[src/rtl/frac_pll_pkg.sv]
// Shared constants for the fractional-N loop: divider moduli, select encodings
// and the dither LFSR polynomial.
package frac_pll_pkg;

  localparam int unsigned DIV_MOD_LO = 240;
  localparam int unsigned DIV_MOD_HI = 248;

  localparam logic SEL_DIV240 = 1'b1;
  localparam logic SEL_DIV248 = 1'b0;

  localparam int unsigned LFSR_WIDTH = 15;
  // Polynomial form: bit 14 is x^15, bit 13 is x^14 (x^15 + x^14 + 1).
  localparam logic [LFSR_WIDTH-1:0] LFSR_TAPS = 15'h6000;

  // The register shifts toward bit 0, so the tap mask on the state is the mirror
  // of the polynomial mask.
  function automatic logic [LFSR_WIDTH-1:0] poly_to_state_taps(
    input logic [LFSR_WIDTH-1:0] poly
  );
    logic [LFSR_WIDTH-1:0] r;
    r = '0;
    for (int unsigned i = 0; i < LFSR_WIDTH; i++) begin
      r[i] = poly[LFSR_WIDTH-1-i];
    end
    return r;
  endfunction

endpackage

[src/rtl/frac_modulus_controller_if.sv]
// Control/status bundle between the loop controller and the modulus controller.
interface frac_modulus_controller_if #(
  parameter int unsigned ACC_WIDTH = 16
);
  logic                 enable;
  logic [ACC_WIDTH-1:0] frac_word;
  logic                 frac_load;
  logic                 dither_en;
  logic                 select_mode;
  logic [ACC_WIDTH-1:0] frac_active;
  logic                 update_pending;

  modport master (
    output enable, frac_word, frac_load, dither_en,
    input  select_mode, frac_active, update_pending
  );

  modport slave (
    input  enable, frac_word, frac_load, dither_en,
    output select_mode, frac_active, update_pending
  );
endinterface

[src/rtl/frac_modulus_controller_lfsr_dither.sv]
// 15-bit Fibonacci LFSR supplying one dither bit per advance.
module lfsr_dither
  import frac_pll_pkg::*;
#(
  parameter logic [LFSR_WIDTH-1:0] SEED = 15'h4A5B
) (
  input  logic clk,
  input  logic rst_n,
  input  logic advance,
  output logic bit_out
);

  localparam logic [LFSR_WIDTH-1:0] FB_MASK = poly_to_state_taps(LFSR_TAPS);

  logic [LFSR_WIDTH-1:0] lfsr_q, lfsr_d;
  logic                  feedback;

  always_comb begin
    feedback = ^(lfsr_q & FB_MASK);
    lfsr_d   = lfsr_q;
    if (advance) begin
      lfsr_d = {feedback, lfsr_q[LFSR_WIDTH-1:1]};
    end
  end

  always_ff @(posedge clk or negedge rst_n) begin
    if (!rst_n) begin
      lfsr_q <= SEED;
    end else begin
      lfsr_q <= lfsr_d;
    end
  end

  assign bit_out = lfsr_q[0];

endmodule

[src/rtl/frac_modulus_controller.sv]
// First-order delta-sigma modulus controller: the accumulator carry picks the
// divider modulus for the next division cycle.
module frac_modulus_controller
  import frac_pll_pkg::*;
#(
  parameter int unsigned           ACC_WIDTH = 16,
  parameter logic [LFSR_WIDTH-1:0] LFSR_SEED = 15'h4A5B
) (
  input  logic                        freq_in,
  input  logic                        reset,
  frac_modulus_controller_if.slave    bus
);

  logic [ACC_WIDTH-1:0] acc_q, acc_d;
  logic [ACC_WIDTH-1:0] frac_active_q, frac_active_d;
  logic [ACC_WIDTH-1:0] frac_shadow_q, frac_shadow_d;
  logic                 update_pending_q, update_pending_d;
  logic                 select_mode_q, select_mode_d;
  logic                 dither_bit, d_bit, carry, apply, lfsr_advance;
  logic [ACC_WIDTH:0]   sum;

  lfsr_dither #(
    .SEED (LFSR_SEED)
  ) u_dither (
    .clk     (freq_in),
    .rst_n   (reset),
    .advance (lfsr_advance),
    .bit_out (dither_bit)
  );

  assign lfsr_advance = bus.enable & bus.dither_en;

  always_comb begin
    d_bit = bus.dither_en & dither_bit;
    sum   = {1'b0, acc_q} + {1'b0, frac_active_q} + {{ACC_WIDTH{1'b0}}, d_bit};
    carry = sum[ACC_WIDTH];

    acc_d            = acc_q;
    select_mode_d    = SEL_DIV248;
    frac_active_d    = frac_active_q;
    frac_shadow_d    = frac_shadow_q;
    update_pending_d = update_pending_q;

    if (bus.enable) begin
      acc_d         = sum[ACC_WIDTH-1:0];
      select_mode_d = carry ? SEL_DIV240 : SEL_DIV248;
    end

    // Swap only at a carry, an idle word or while stopped, so the ratio change
    // lands on an accumulator wrap boundary.
    apply = update_pending_q & (~bus.enable | carry | (frac_active_q == '0));
    if (apply) begin
      frac_active_d    = frac_shadow_q;
      update_pending_d = 1'b0;
    end

    // A coincident load re-arms after the old shadow has been applied.
    if (bus.frac_load) begin
      frac_shadow_d    = bus.frac_word;
      update_pending_d = 1'b1;
    end
  end

  always_ff @(posedge freq_in or negedge reset) begin
    if (!reset) begin
      acc_q            <= '0;
      frac_active_q    <= '0;
      frac_shadow_q    <= '0;
      update_pending_q <= 1'b0;
      select_mode_q    <= SEL_DIV248;
    end else begin
      acc_q            <= acc_d;
      frac_active_q    <= frac_active_d;
      frac_shadow_q    <= frac_shadow_d;
      update_pending_q <= update_pending_d;
      select_mode_q    <= select_mode_d;
    end
  end

  assign bus.select_mode    = select_mode_q;
  assign bus.frac_active    = frac_active_q;
  assign bus.update_pending = update_pending_q;

endmodule

[src/flat_wrapper.sv]
// flat-port wrapper written by rule: the top's interface ports become plain ports
module frac_modulus_controller_flat import frac_pll_pkg::*;
#(
  parameter int unsigned           ACC_WIDTH = 16,
  parameter logic [LFSR_WIDTH-1:0] LFSR_SEED = 15'h4A5B
)
  (freq_in, reset, bus_enable, bus_frac_word, bus_frac_load, bus_dither_en, bus_select_mode, bus_frac_active, bus_update_pending);
  frac_modulus_controller_if #(.ACC_WIDTH(ACC_WIDTH)) bus_i ();
  input  logic freq_in;
  input  logic reset;
  input wire logic [$bits(bus_i.enable)-1:0] bus_enable;
  input wire logic [$bits(bus_i.frac_word)-1:0] bus_frac_word;
  input wire logic [$bits(bus_i.frac_load)-1:0] bus_frac_load;
  input wire logic [$bits(bus_i.dither_en)-1:0] bus_dither_en;
  output wire logic [$bits(bus_i.select_mode)-1:0] bus_select_mode;
  output wire logic [$bits(bus_i.frac_active)-1:0] bus_frac_active;
  output wire logic [$bits(bus_i.update_pending)-1:0] bus_update_pending;
  assign bus_i.enable = bus_enable;
  assign bus_i.frac_word = bus_frac_word;
  assign bus_i.frac_load = bus_frac_load;
  assign bus_i.dither_en = bus_dither_en;
  assign bus_select_mode = bus_i.select_mode;
  assign bus_frac_active = bus_i.frac_active;
  assign bus_update_pending = bus_i.update_pending;
  frac_modulus_controller #(.ACC_WIDTH(ACC_WIDTH), .LFSR_SEED(LFSR_SEED)) u_core (.freq_in(freq_in), .reset(reset), .bus(bus_i));
endmodule
[config.mk]
export PLATFORM = sky130hd
export DESIGN_NAME = frac_modulus_controller_flat
export DESIGN_NICKNAME = d
export VERILOG_FILES = /design/src/rtl/frac_pll_pkg.sv /design/src/rtl/frac_modulus_controller_if.sv /design/src/rtl/frac_modulus_controller_lfsr_dither.sv /design/src/rtl/frac_modulus_controller.sv /design/src/flat_wrapper.sv
export SDC_FILE = /design/constraint.sdc
export NUM_CORES = 1
export LEC_CHECK = 0
export BUFFER_PORTS_ARGS = -buffer_cell sky130_fd_sc_hd__buf_2
export CORE_MARGIN = 1
export CORE_UTILIZATION = 37
export CTS_BUF_LIST = sky130_fd_sc_hd__clkbuf_8 sky130_fd_sc_hd__clkbuf_16
export DETAILED_ROUTE_END_ITERATION = 12
export PLACE_DENSITY_LB_ADDON = 0.15
export RECOVER_POWER = 100
export SYNTH_ARGS = -nofsm -noshare
export SYNTH_HDL_FRONTEND = slang
export SYNTH_SLANG_ARGS = --single-unit
[constraint.sdc]
create_clock -name freq_in -period 3.1 [get_ports freq_in]
set_input_delay 0.62 -clock freq_in [delete_from_list [all_inputs] [get_ports freq_in]]
set_output_delay 0.62 -clock freq_in [all_outputs]
set_load 0.01 [all_outputs]
==> results by group <==
Setup path
  – FF-to-FF Start: u_core.u_dither.lfsr_q[0]$_DFFE_PN1P_
  – CP Class: reg2reg
  – Crit end category: flip-flop
  – Data required, critical path: 3.33 ns
  – CP Max Fanout: 5
  – CP startpoint kind: flip-flop
  – Setup crit start: u_core.u_dither.lfsr_q[0]$_DFFE_PN1P_
  – Arr. time, crit path: 3.06 ns

STA
  – Final Max Slew Viols: 31
  – Period utilisation layout: 91.5%
  – Worst-margin pin slew: 1.65 ns
  – Finish-stage setup viols: 0
  – Achievable Freq: 353 MHz
  – Final clock skew: 0.0113 ns
  – Fin crit period: 2.84 ns
  – Rel. slew slack: -9.84%
  – RSZ-0062 raised after global routing: no
  – Final Hold Fails: 0
  – Post-route worst setup slack: 0.264 ns
  – Setup TNS: 0 ns

Die
  – Initial Util: 38.7%
  – Rows: 35
  – Die width: 101 um
  – Core ar.: 9370 sq um
  – # IOs: 39
  – DIE AREA: 10200 sq um
  – Chip height: 101 um

Clocking
  – Clock Tree Buf Depth: 2
  – Worst-path clk slew: 0.07 ns
  – Root Buffer Master: clkbuf_8
  – Worst skew pair latency: 0.35 ns
  – Clock Sinks: 65
  – Post-CTS sizing: 0
  – CTS Hold Bufs: 0
  – Post CTS Setup Buffer Count: 0
  – Number of CTS-inserted buffers: 9
  – CTS tree: done
  – # H-tree levels: 3

Flow run
  – MaxCap Viol Count: 1

Global routing
  – Number of global-route vias before repair: 2784
  – Largest net degree at the start of global routing: 37
  – Initial antenna violation count: 0
  – First-pass GRT wire length: 14900 um
  – Total GRT Usage: 19.2%
  – Overflow after GRT: 0

Synthesis
  – Distinct cells, synth: 54
  – Post-synth EDFFs: 0
  – Synthesized cell area: 3630 sq um
  – Synth Register Bits: 65
  – Syn Inst Count: 330
  – Ys Warns: 0
  – Synth area leader: dfrtp_1
  – Most used DFF post-synth: dfrtp_1
  – Synth area leaders: dfrtp_1 39%, mux2_2 12%, dfstp_2 5.8%
  – Sequential fraction of the synthesis area: 45.1%
  – Asr flop ratio synth: 100%
  – Net Count, Synth: 368
  – Syn avg cell area: 11.0 sq um
  – Share of the synthesized area in the top cell type: 39.3%

Power and ir drop
  – Pwr per Cell Area: 1210 nW/um^2
  – Worst VDD drop: 0.000354 V
  – Leak Pwr: 1.74 nW

Place
  – Placed cells: 483
  – Port Buffer Count: 38
  – Dpl ws: 0.0750 ns
  – Routability Congestion: 0.797
  – Placed wire-length estimate: 6190 um

Drt
  – First-pass DRT Iterations: 4
  – WL/cell: 18.1 um
  – DRT antenna net count: 0
  – Initial DRC count: 134
  – WL final: 9040 um
  – DRC viols: 0
  – Vias per inst: 5.91
  – Via count: 2949

Hold path
  – Worst hold path class: reg2reg
  – Min-delay src: u_core.u_dither.lfsr_q[14]$_DFFE_PN1P_

Layout
  – N_diodes: 0
  – Fin nets: 403
  – Most common cell after layout, fill and taps aside: dfrtp_1
  – Fraction of layout cells with a size suffix above 1: 25.9%
  – Finished Core Util: 44.4%
  – Fill cells: 943
  – Most frequent cells in the layout: 57 x dfrtp_1, 38 x mux2_2, 23 x clkbuf_1, 22 x nand3_1, 21 x nand4_1
  – Fin cells: 499
  – Area growth syn-to-layout: 14.6%

Outcome
  – Run status: complete, but fails checks
  – Failing checks: capacitance limit, slew limit
Yosys cell counts, types with 3 or more instances:
cell,count
dfrtp_1,57
o21ai_1,4
xor2_1,3
buf_2,5
dfstp_2,8
mux2_2,38
o21a_1,3
nor2_1,7
and3_1,5
ha_1,15
xnor2_1,5
a22oi_1,16
nand2_1,15
o2111ai_1,17
clkbuf_1,14
nand2b_1,3
inv_1,6
a21oi_1,15
nor4_1,5
nand4_1,21
o21ai_0,5
nand3_1,22
clkbuf_2,3
metrics by stage:
stage                     cell area, sq um  hold WS (ns)  power [mW]
final                                 4160         0.489        5.04
after global routing                  4160         0.487        5.46
after CTS                             4210         0.344        5.11
after detailed placement              3990         0.489        4.27
after global placement                3990         0.473        4.23
after floorplan                       3630         0.324        3.48
where the power goes:
part	internal, mW	switching, mW	total (mW)	leakage, nW
clock	0.476	0.354	0.830	0.109
sequential	1.14	0.347	1.49	0.768
combinational	1.14	1.59	2.72	0.858
total	2.76	2.29	5.04	1.74
layer usage:
| layer | vias to the layer above | wire length [um] | track usage (%) | share of wire, % |
|---|---|---|---|---|
| met4 | 0 | 133 | 8.81 | 1.5 |
| met1 | 1487 | 4520 | 28.8 | 50 |
| met5 | - | 0 | 0 | 0 |
| li1 | 1365 | - | - | - |
| met2 | 86 | 4030 | 26.9 | 45 |
| met3 | 11 | 356 | 3.12 | 3.9 |
area by class of cell:
cell class	instances	area (sq um)	area share, %
flip-flops and latches	65	1640	39.4
clock inverters	6	88.8	2.14
multi-input cells	235	1860	44.7
repair buffers	48	251	6.05
inverters	6	22.5	0.542
well taps	129	161	3.88
clock buffers	10	138	3.31
final timing paths:
check / end / slack [ns] / cells after the start
max in group asynchronous: u_core.bus.frac_active[15]$_DFFE_PN0P_ / 0.70 / 2
max reg2reg: u_core.acc_q[10]$_DFFE_PN0P_ / 0.26 / 9
min: u_core.u_dither.lfsr_q[14]$_DFFE_PN1P_ / 0.49 / 2
min in group asynchronous: u_core.acc_q[15]$_DFFE_PN0P_ / 0.68 / 1
max: u_core.acc_q[10]$_DFFE_PN0P_ / 0.26 / 9
min reg2reg: u_core.u_dither.lfsr_q[14]$_DFFE_PN1P_ / 0.49 / 2
cells by family after synthesis:
logic type                 count (synthesis)  synth area share, %
DFF                                       65                 45.1
xor gates and xnor gates                   8                 1.93
AOI/OAI and AO/OA                         86                 18.5
adders and majority gates                 17                 6.28
and+or+nand+nor                           85                 12.6
muxes                                     39                 12.1
buffers and inverters                     30                 3.48
critical path, stage by stage, from the launching register on:
cell      delay, ns
dfstp_1        0.39
and2_0         0.18
fa_1           0.41
fa_1           0.42
a21o_2         0.23
a221oi_2       0.21
clkbuf_1       0.25
o311ai_0       0.18
xor2_1         0.17
mux2_2         0.27
sequential cells by signal (all words and copies together) (netlist names):
| signal | count |
|---|---|
| u_core.bus.frac_active | 16 |
| u_core.bus.select_mode | 1 |
| u_core.bus.update_pending | 1 |
| u_core.frac_shadow_q | 16 |
| u_core.u_dither.lfsr_q | 15 |
| u_core.acc_q | 16 |
(Power assumes the default switching activity.)
